$ cat src/rtl/riscv_exec_alu.sv
// rtl/riscv_exec_alu.sv - execute-stage ALU with branch-condition logic and registered branch-target adder
//
// Purpose: 32-bit ALU (arithmetic, logic, shift, compare, branch condition)
// plus a PC-relative target adder, with results held in an output register stage.
//
// Ports:
//   CLK        in   rising-edge clock
//   RST        in   asynchronous active-high reset
//   EN         in   stage enable; output registers load only when set
//   op1, op2   in   ALU operands A and B
//   alu_op     in   operation select
//   pc         in   PC of the instruction in execute
//   imm        in   sign-extended immediate
//   alu_result out  registered ALU result
//   bit_branch out  registered branch-taken flag
//   pc_jump    out  registered branch/jump target
//   valid      out  registered copy of EN

module riscv_exec_alu #(
  parameter int XLEN = 32
) (
  input  logic            CLK,
  input  logic            RST,
  input  logic            EN,
  input  logic [XLEN-1:0] op1,
  input  logic [XLEN-1:0] op2,
  input  logic [3:0]      alu_op,
  input  logic [XLEN-1:0] pc,
  input  logic [XLEN-1:0] imm,
  output logic [XLEN-1:0] alu_result,
  output logic            bit_branch,
  output logic [XLEN-1:0] pc_jump,
  output logic            valid
);

  typedef enum logic [3:0] {
    OP_ADD   = 4'd0,
    OP_SUB   = 4'd1,
    OP_AND   = 4'd2,
    OP_OR    = 4'd3,
    OP_XOR   = 4'd4,
    OP_SLL   = 4'd5,
    OP_SRL   = 4'd6,
    OP_SRA   = 4'd7,
    OP_SLT   = 4'd8,
    OP_SLTU  = 4'd9,
    OP_BEQ   = 4'd10,
    OP_BNE   = 4'd11,
    OP_BLT   = 4'd12,
    OP_BGE   = 4'd13,
    OP_PASSB = 4'd14,
    OP_NOP   = 4'd15
  } alu_op_e;

  logic [XLEN-1:0] r_alu_result;
  logic            r_bit_branch;
  logic [XLEN-1:0] r_pc_jump;
  logic            r_valid;

  logic [4:0]      w_shamt;
  logic [XLEN-1:0] w_diff;
  logic            w_lt_s;
  logic            w_lt_u;
  logic            w_eq;
  logic [XLEN-1:0] w_alu;
  logic            w_branch;
  logic [XLEN-1:0] w_addend;
  logic [XLEN-1:0] w_target;
  logic            w_unused;

  // Only the low five bits of op2 act as a shift amount.
  assign w_shamt = op2[4:0];
  assign w_diff  = op1 - op2;
  assign w_lt_s  = $signed(op1) < $signed(op2);
  assign w_lt_u  = op1 < op2;
  assign w_eq    = (op1 == op2);

  always_comb begin
    w_alu    = '0;
    w_branch = 1'b0;
    case (alu_op_e'(alu_op))
      OP_ADD:   w_alu = op1 + op2;
      OP_SUB:   w_alu = w_diff;
      OP_AND:   w_alu = op1 & op2;
      OP_OR:    w_alu = op1 | op2;
      OP_XOR:   w_alu = op1 ^ op2;
      OP_SLL:   w_alu = op1 << w_shamt;
      OP_SRL:   w_alu = op1 >> w_shamt;
      OP_SRA:   w_alu = XLEN'($signed(op1) >>> w_shamt);
      OP_SLT:   w_alu = {{(XLEN-1){1'b0}}, w_lt_s};
      OP_SLTU:  w_alu = {{(XLEN-1){1'b0}}, w_lt_u};
      // Branches still report op1-op2 on the result bus.
      OP_BEQ: begin
        w_alu    = w_diff;
        w_branch = w_eq;
      end
      OP_BNE: begin
        w_alu    = w_diff;
        w_branch = ~w_eq;
      end
      OP_BLT: begin
        w_alu    = w_diff;
        w_branch = w_lt_s;
      end
      OP_BGE: begin
        w_alu    = w_diff;
        w_branch = ~w_lt_s;
      end
      OP_PASSB: w_alu = op2;
      OP_NOP:   w_alu = '0;
      default:  w_alu = '0;
    endcase
  end

  // Target addend is imm << 1 with the sign bit kept in place; imm[30] drops out.
  assign w_addend = {imm[XLEN-1], imm[XLEN-3:0], 1'b0};
  assign w_target = pc + w_addend;
  assign w_unused = imm[XLEN-2];

  always_ff @(posedge CLK or posedge RST) begin
    if (RST) begin
      r_alu_result <= '0;
      r_bit_branch <= 1'b0;
      r_pc_jump    <= '0;
      r_valid      <= 1'b0;
    end else begin
      r_valid <= EN;
      if (EN) begin
        r_alu_result <= w_alu;
        r_bit_branch <= w_branch;
        r_pc_jump    <= w_target;
      end
    end
  end

  assign alu_result = r_alu_result;
  assign bit_branch = r_bit_branch;
  assign pc_jump    = r_pc_jump;
  assign valid      = r_valid;

endmodule

$ cat config.mk
export PLATFORM = sky130hd
export DESIGN_NAME = riscv_exec_alu
export DESIGN_NICKNAME = d
export VERILOG_FILES = /design/src/rtl/riscv_exec_alu.sv
export SDC_FILE = /design/constraint.sdc
export NUM_CORES = 1
export LEC_CHECK = 0
export BUFFER_PORTS_ARGS = -buffer_cell sky130_fd_sc_hd__buf_2
export CORE_ASPECT_RATIO = 1.25
export CORE_MARGIN = 5
export CORE_UTILIZATION = 57
export CTS_CLUSTER_DIAMETER = 30
export DETAILED_ROUTE_END_ITERATION = 16
export HOLD_SLACK_MARGIN = 0.02
export PLACE_DENSITY = 0.89
export SLEW_MARGIN = 20
export SYNTH_ARGS = -nofsm -noshare
export SYNTH_HDL_FRONTEND = slang
export SYNTH_SLANG_ARGS = --single-unit
$ cat constraint.sdc
create_clock -name CLK -period 1.96 [get_ports CLK]
set_input_delay 0.098 -clock CLK [delete_from_list [all_inputs] [get_ports CLK]]
set_output_delay 0.098 -clock CLK [all_outputs]
set_load 0.01 [all_outputs]
==> metrics, run 1 <==
DP HPWL 48000 um; Fail Step global routing (5_1_grt); fraction of registers with async set/reset 100%; cells after synthesis 1674; top cells by count, synth nor2_1 (202), a21oi_1 (167), ha_1 (127), o21ai_0 (121), nand2_1 (117); Synth Area per Inst ~7.4 sq um; area leader, netlist dfrtp_1; syn_nets 1939; Synth Register Bits 66; Most used DFF post-synth dfrtp_1; most frequent cell after synthesis nor2_1; Initial Utilization approximately 58%; Yosys Warn Count 0; post-synth design cell area roughly 0.012 sq mm; PortBufs 199; Core Rows 60; Error [ERROR GRT-0232] Routing congestion too high. Check the congestion heatmap in the GUI.; Yosys top cell area share between 10% and 20%; I/O pins 201; outcome stopped before the end; die width 142 um; TritonCTS Buffers 9; sequential area share after synthesis 13.4%; global placer's final weighted congestion ~1.1; Placement Setup Slack -1.22 ns; clock sinks 66; top post-synthesis cells by area dfrtp_1 (13%), ha_1 (13%), a21oi_1 (6.8%); Overflow after GRT ~850; H-tree Lvls 3; die height 175 um; EDFF count, synth 0; root buffer cell clkbuf_16; pin count of the biggest net entering global routing 76; distinct cell type count after synthesis a little under 90; CTS max path bufs 2; Overall Global Routing Usage about nine tenths
## cell families after synthesis
logic type / share of synthesized area (%)
AOI/OAI and AO/OA: 32.6
xor gates and xnor gates: 3.33
adders and majority gates: 13.3
buffers and inverters: 7.57
DFF: 13.4
muxes: 12.0
and+or+nand+nor: 17.8
## metal layers
metal	track usage, %	overflow
met3	79.0	27
met4	96.7	242
met5	50.4	6
met2	106	563
met1	84.8	9
## metrics by stage
step	hold slack, ns	cells	setup TNS [ns]	instance area (sq um)
after floorplan	0.129	1674	-16.39	12700
after detailed placement	0.167	2523	-39.86	17200
after global placement	0.163	2523	-32.92	17200
after CTS	0.108	2568	-13.16	18700
## timing repair
item,in CTS
resized for setup,194
hold buffers,2
gates cloned,5
hold endpoints to repair,67
pin swaps,55
setup buffers,23
endpoints found under the setup margin,48
==> run 2: changes to the inputs <==
--- a/config.mk
+++ b/config.mk
@@ -6,13 +6,10 @@
 export NUM_CORES = 1
 export LEC_CHECK = 0
 export BUFFER_PORTS_ARGS = -buffer_cell sky130_fd_sc_hd__buf_2
-export CORE_ASPECT_RATIO = 1.25
 export CORE_MARGIN = 5
-export CORE_UTILIZATION = 57
-export CTS_CLUSTER_DIAMETER = 30
+export CORE_UTILIZATION = 40
 export DETAILED_ROUTE_END_ITERATION = 16
-export HOLD_SLACK_MARGIN = 0.02
-export PLACE_DENSITY = 0.89
+export PLACE_DENSITY_LB_ADDON = 0.15
 export SLEW_MARGIN = 20
 export SYNTH_ARGS = -nofsm -noshare
 export SYNTH_HDL_FRONTEND = slang
==> metrics, run 2 <==
antenna cell count 0; max incr delay on CP around 0.58 ns; actual slew at the worst max-slew pin between 0.8 and 0.9 ns; Clock transition at path regs ~0.070 ns; Post-Layout Inst Area roughly 0.02 sq mm; initial antenna violation count 1; Core Area slightly above 0.03 sq mm; Final Hold Vio Count 0; clock skew 0 ns; I/O pins 201 (unchanged); CP arrival roughly 2.9 ns; TritonCTS Buffers 9 (unchanged); period utilisation layout 132%; worst hold path type in -> reg; first-pass GRT wire length between 80000 and 90000 um; crit path kind in -> reg; sequential area share after synthesis 13.4% (unchanged); drt wl/cell 22.0 um; Max VDD drop 328 uV; Synth Area per Inst 7.39 sq um (unchanged); H-tree Lvls 3 (unchanged); worst-path fanout max 4; most frequent cells in the layout buf_4 (537), nor2_1 (189), buf_2 (189); drt total wl 60300 um; Iter 0 DRT Violations 1824; adder-cell area share of the yosys netlist 13.3% (unchanged); distinct cell type count after synthesis 88 (unchanged); 1st-pass router iterations 6; area fraction in compound gates after synthesis 32.6% (unchanged); top cells by count, synth nor2_1 (202), a21oi_1 (167), ha_1 (127), o21ai_0 (121), nand2_1 (117); Slew Viols, Final 0; r2r worst-path depth 1; Final ANT Viol Nets 0; Yosys top cell area share 13.4% (unchanged); die height 186 um (+6.4%); XOR/XNOR Fraction of Synth Area 3.33% (unchanged); CP Cell Sequence buf_2, inv_1, ha_2, nor4_4, a21oi_2, or4_4, a2111oi_4, nor3_2, xnor2_1, nor4b_1, o22a_1; failing checks negative setup slack; final design utilization approximately two thirds; root buffer cell clkbuf_16; Hold Crit Depth 3; crit path max-delay cell type or4_4; DP HPWL 46800 um (-2.6%); Slew headroom approximately 46%; top post-synthesis cells by area dfrtp_1 (13%), ha_1 (13%), a21oi_1 (6.8%); Vias 16300; Setup TNS -12.38 ns; met3 wire length between 6000 and 7000 um; pin count of the biggest net entering global routing between 70 and 80; setup ws final -0.623 ns; worst hold slack 0.104 ns; post-synthesis simple-gate area fraction 17.8% (unchanged); Placement Setup Slack -1.22 ns (+0.00623 ns); outcome finished, violations left; Yosys Warn Count 0 (unchanged); post-synth design cell area 0.0124 sq mm (unchanged); Non-Filler Instances about 2700; EDFF count, synth 0 (unchanged); RSZ-0062 raised after global routing yes; Tmin final around 2.6 ns; cells after synthesis 1674 (unchanged); share of layout cells above drive strength 1 47.1%; Residual DRC 0; Overall Global Routing Usage about a third; most frequent cell after synthesis nor2_1; syn_nets 1939 (unchanged); Final nets between 2000 and 3000; Initial Utilization 40.4% (-17 points); Setup crit end kind register; CTS tree done; PortBufs 199 (unchanged); Final setup viols 40; area grow syn2layout 61.1%; Met2 Wirelength between 20000 and 30000 um; vias per cell 5.93; die area between 0.03 and 0.04 sq mm; die width 186 um (+31%); Leak Pwr a little over 9 nW; critical path data required time 2.26 ns; top routing layer in use met4; Placed Cells 2691 (+6.7%); largest family of logic cells by synthesized area compound AO/OA/AOI/OAI gates; CTS max path bufs 2 (unchanged); cell area power density about 470 mW/mm^2; vias in the first global route 15600; commonest non-fill, non-tap cell in the layout buf_4; post-synthesis mux area share 12.0% (unchanged); Overflow after GRT 0; global placer's final weighted congestion 0.985 (-13%); area leader, netlist dfrtp_1; Core Rows 64 (+6.7%); Most used DFF post-synth dfrtp_1; clock sinks 66 (unchanged); Placed Area 0.0178 sq mm (+3.5%); total power just over 9 mW; Worst-Skew Late Latency between 0.3 and 0.4 ns; Synth Register Bits 66 (unchanged); fmax between 300 and 400 MHz; crit start category primary input; max-cap violations 0; fraction of registers with async set/reset 100% (unchanged); met1 WL ~25000 um
-- run 2: final timing paths --
kind	start	endpoint	slack [ns]
max	op1[22]	alu_result[0]	-0.62
min	pc[1]	pc_jump[1]	0.10
max reg2reg	bit_branch	bit_branch	1.12
min reg2reg	alu_result[4]	alu_result[4]	0.49
max in group asynchronous	RST	alu_result[6]	0.91
min in group asynchronous	RST	pc_jump[25]	0.43
-- run 2: cell families (layout without fill, tap and decap cells) --
kind of cell | Yosys count | in the layout
mux | 110 | 110
buf+inv | 232 | 906
fa+ha+maj | 130 | 130
compound gates | 604 | 604
xor+xnor | 47 | 47
flops | 66 | 66
simple gates | 485 | 485
-- run 2: layout make-up --
class / instances / area (sq um)
clock buffer: 9 / 225
clock inverter: 7 / 60.1
fill: 2698 / 10700
inverter: 113 / 450
multi-input combinational: 1376 / 11200
sequential: 66 / 1650
tap: 396 / 495
timing repair buffer: 777 / 5820
-- run 2: metal layers --
layer,up-vias,global-route usage (%)
met1,7716,46.6
met2,895,51.8
met4,0,10.7
met5,-,0
met3,126,5.75
li1,7533,-
-- run 2: power breakdown --
group / internal, mW / switching [mW] / total [mW]
Combinational: 2.85 / 3.07 / 5.91
Sequential: 1.64 / 0.153 / 1.79
Clock: 0.880 / 0.740 / 1.62
-- run 2: repair_timing --
item	CTS	global route
pin swaps	56	52
hold buffers	2	0
gates cloned	4	2
endpoints found under the hold margin	30	0
setup buffers	16	17
resized for setup	169	150
endpoints found under the setup margin	44	47
-- run 2: worst max-delay path: cells and delay by family --
family	cells	cell delay, ns
and+or+nand+nor	4	1.33
AOI/OAI and AO/OA	3	0.68
adders and majority gates	1	0.36
buffers and inverters	2	0.26
xor gates and xnor gates	1	0.14
(Power assumes the default switching activity.)
==> run 3: changes to the inputs <==
--- a/config.mk
+++ b/config.mk
@@ -6,6 +6,7 @@
 export NUM_CORES = 1
 export LEC_CHECK = 0
 export BUFFER_PORTS_ARGS = -buffer_cell sky130_fd_sc_hd__buf_2
+export CORE_ASPECT_RATIO = 0.5
 export CORE_MARGIN = 5
 export CORE_UTILIZATION = 40
 export DETAILED_ROUTE_END_ITERATION = 16
==> metrics, run 3 (synthesized netlist as in run 2, its figures left out) <==
outcome finished, violations left; failing checks negative setup slack; PortBufs 199 (unchanged); CTS tree done; Setup TNS -12.32 ns (+0.0633 ns); die area 0.0347 sq mm (+0.62%); actual slew at the worst max-slew pin 0.889 ns (+0.0815 ns); share of layout cells above drive strength 1 51.0% (+3.9 points); initial antenna violation count 1 (unchanged); setup ws final -0.614 ns (+0.00937 ns); Final Hold Vio Count 0 (unchanged); max incr delay on CP 0.42 ns (-0.16 ns); antenna cell count 0 (unchanged); DP HPWL 48000 um (+2.7%); Residual DRC 0 (unchanged); Leak Pwr 9.54 nW (+3.1%); reg2reg start bit_branch; crit path from op1[0]; pin count of the biggest net entering global routing 75 (unchanged); fmax 389 MHz (+0.36%); met1 Usage GRT 48.4% (+1.8 points); worst hold slack 0.0923 ns (-0.0115 ns); CP top delay family compound AO/OA/AOI/OAI gates; TritonCTS Buffers 9 (unchanged); period utilisation layout 131% (-0.48 points); Max VDD drop 369 uV (+13%); global placer's final weighted congestion 1.01 (+2.2%); Overflow after GRT 0 (unchanged); Final ANT Viol Nets 0 (unchanged); Overall Global Routing Usage 33.5% (+0.31 points); Core Rows 45 (-30%); CTS max path bufs 2 (unchanged); crit path max-delay cell type fa_2; Placed Cells 2700 (+0.33%); most frequent CP cell nor3_4; Core Area 0.0304 sq mm (-0.61%); vias per cell 5.93 (about the same); R2R Setup Slk 1.08 ns (-0.04 ns); Initial Utilization 40.7% (+0.25 points); CP endpoint alu_result[0]; drt wl/cell 22.4 um (+1.9%); crit path kind in -> reg; Hold Crit Depth 3 (unchanged); Iter 0 DRT Violations 2022 (+11%); cell area power density 468 mW/mm^2 (about the same); met2 Use GR 48.7% (-3.1 points); clock sinks 66 (unchanged); FF-to-FF End bit_branch; Final setup viols 41 (+2.5%); Non-Filler Instances 2784 (+1.5%); r2r worst-path depth 1 (unchanged); Tmin final 2.57 ns (-0.00937 ns); H-tree Lvls 3 (unchanged); most used routing layer met2; crit start category primary input; Setup crit end kind register; total power 9.75 mW (+4.6%); max-cap violations 0 (unchanged); most frequent cells in the layout buf_4 (548), buf_2 (187), nor2_1 (177); area grow syn2layout 68.3%; die height 134 um (-28%); vias in the first global route 15300 (-2.2%); RSZ-0062 raised after global routing yes; Final nets 2645 (+1.4%); I/O pins 201 (unchanged); clock skew 0 ns (unchanged); Clock transition at path regs 0.06 ns (about the same); drt total wl 62300 um (+3.4%); die width 259 um (+39%); critical path data required time 2.24 ns (-0.02 ns); Slew Viols, Final 0 (unchanged); root buffer cell clkbuf_16; Vias 16500 (+1.5%); Worst path depth 16 (+5); worst-path fanout max 4 (unchanged); critical path buffer and inverter count 4 (+2); Worst-Skew Late Latency 0.34 ns (about the same); Placement Setup Slack -1.23 ns (-0.0166 ns); worst hold path type in -> reg; GR Util met3 10.7% (+5.0 points); commonest non-fill, non-tap cell in the layout buf_4; CP Cell Sequence buf_8, inv_4, ha_4, fa_2, nor3_4, o31ai_4, a2111oi_4, nor3_2, o31a_4, buf_4, buf_6, nor3_4, nor3_4, xnor2_1, nor4b_2, o22a_1; first-pass GRT wire length 90700 um (+1.5%); 1st-pass router iterations 8 (+2); Slew headroom 40.8% (-5.1 points); CP arrival 2.86 ns (-0.02 ns)
run 3: cell count changes in the layout (fill, tap and decap cells not counted), moves of 7 or more:
cell and change:
buf_6 +32, o21ai_0 -20, a22oi_1 -10, nor2_1 -12, buf_4 +11, a21oi_1 -8, a22oi_2 +10, nor2_4 +9
nand2_1 -7, o21ai_2 +9, o21ai_1 +7
run 3: area by class of cell:
| type | count | area, sq um |
|---|---|---|
| Clock buffer | 10 | 239 |
| Multi-Input combinational cell | 1376 | 11800 |
| Inverter | 113 | 462 |
| Clock inverter | 6 | 65.1 |
| Tap cell | 399 | 499 |
| Timing Repair Buffer | 814 | 6140 |
| Sequential cell | 66 | 1650 |
| Fill cell | 2543 | 9600 |
run 3: tightest hold or removal path: cells and delay by family:
family / cells / cell delay, ns
mux: 1 / 0.13
fa+ha+maj: 1 / 0.10
buf+inv: 1 / 0.07
run 3: how the worst min path moves through the flow:
stage	startpoint	endpoint	slack, ns
finish	pc[1]	pc_jump[1]	0.09
global route	pc[1]	pc_jump[1]	0.1
CTS	pc[1]	pc_jump[1]	0.08
detailed placement	RST	pc_jump[10]	-0.03
global placement	RST	pc_jump[10]	-0.02
floorplan	EN	valid	0.13
run 3: where the power goes:
| group | switching [mW] | leakage, nW | internal (mW) |
|---|---|---|---|
| Sequential | 0.173 | 0.768 | 1.64 |
| Combinational | 3.25 | 8.62 | 2.99 |
| Clock | 0.682 | 0.149 | 1.02 |
| Total | 4.10 | 9.54 | 5.65 |
run 3: through the flow:
stage | instance area (sq um) | utilization, %
4_1_cts | 20000 | 65.7
5_1_grt | 20800 | 68.4
3_3_place_gp | 17800 | 58.6
2_1_floorplan | 12700 | -
3_5_place_dp | 17800 | 58.6
6_report | 20800 | 68.4
run 3: what timing repair did:
action,CTS,global route
hold buffers,2,0
buffers inserted,48,30
endpoints found under the setup margin,45,47
pin swaps,115,108
endpoints found under the hold margin,67,0
resized for setup,331,150
cloned,2,2
run 3: routing by layer:
layer  vias to the layer above  share of wire [%]
met5                         -              0.011
met4                         2                2.4
met3                       120                 13
met2                       841                 41
met1                      7938                 44
li1                       7608                  -
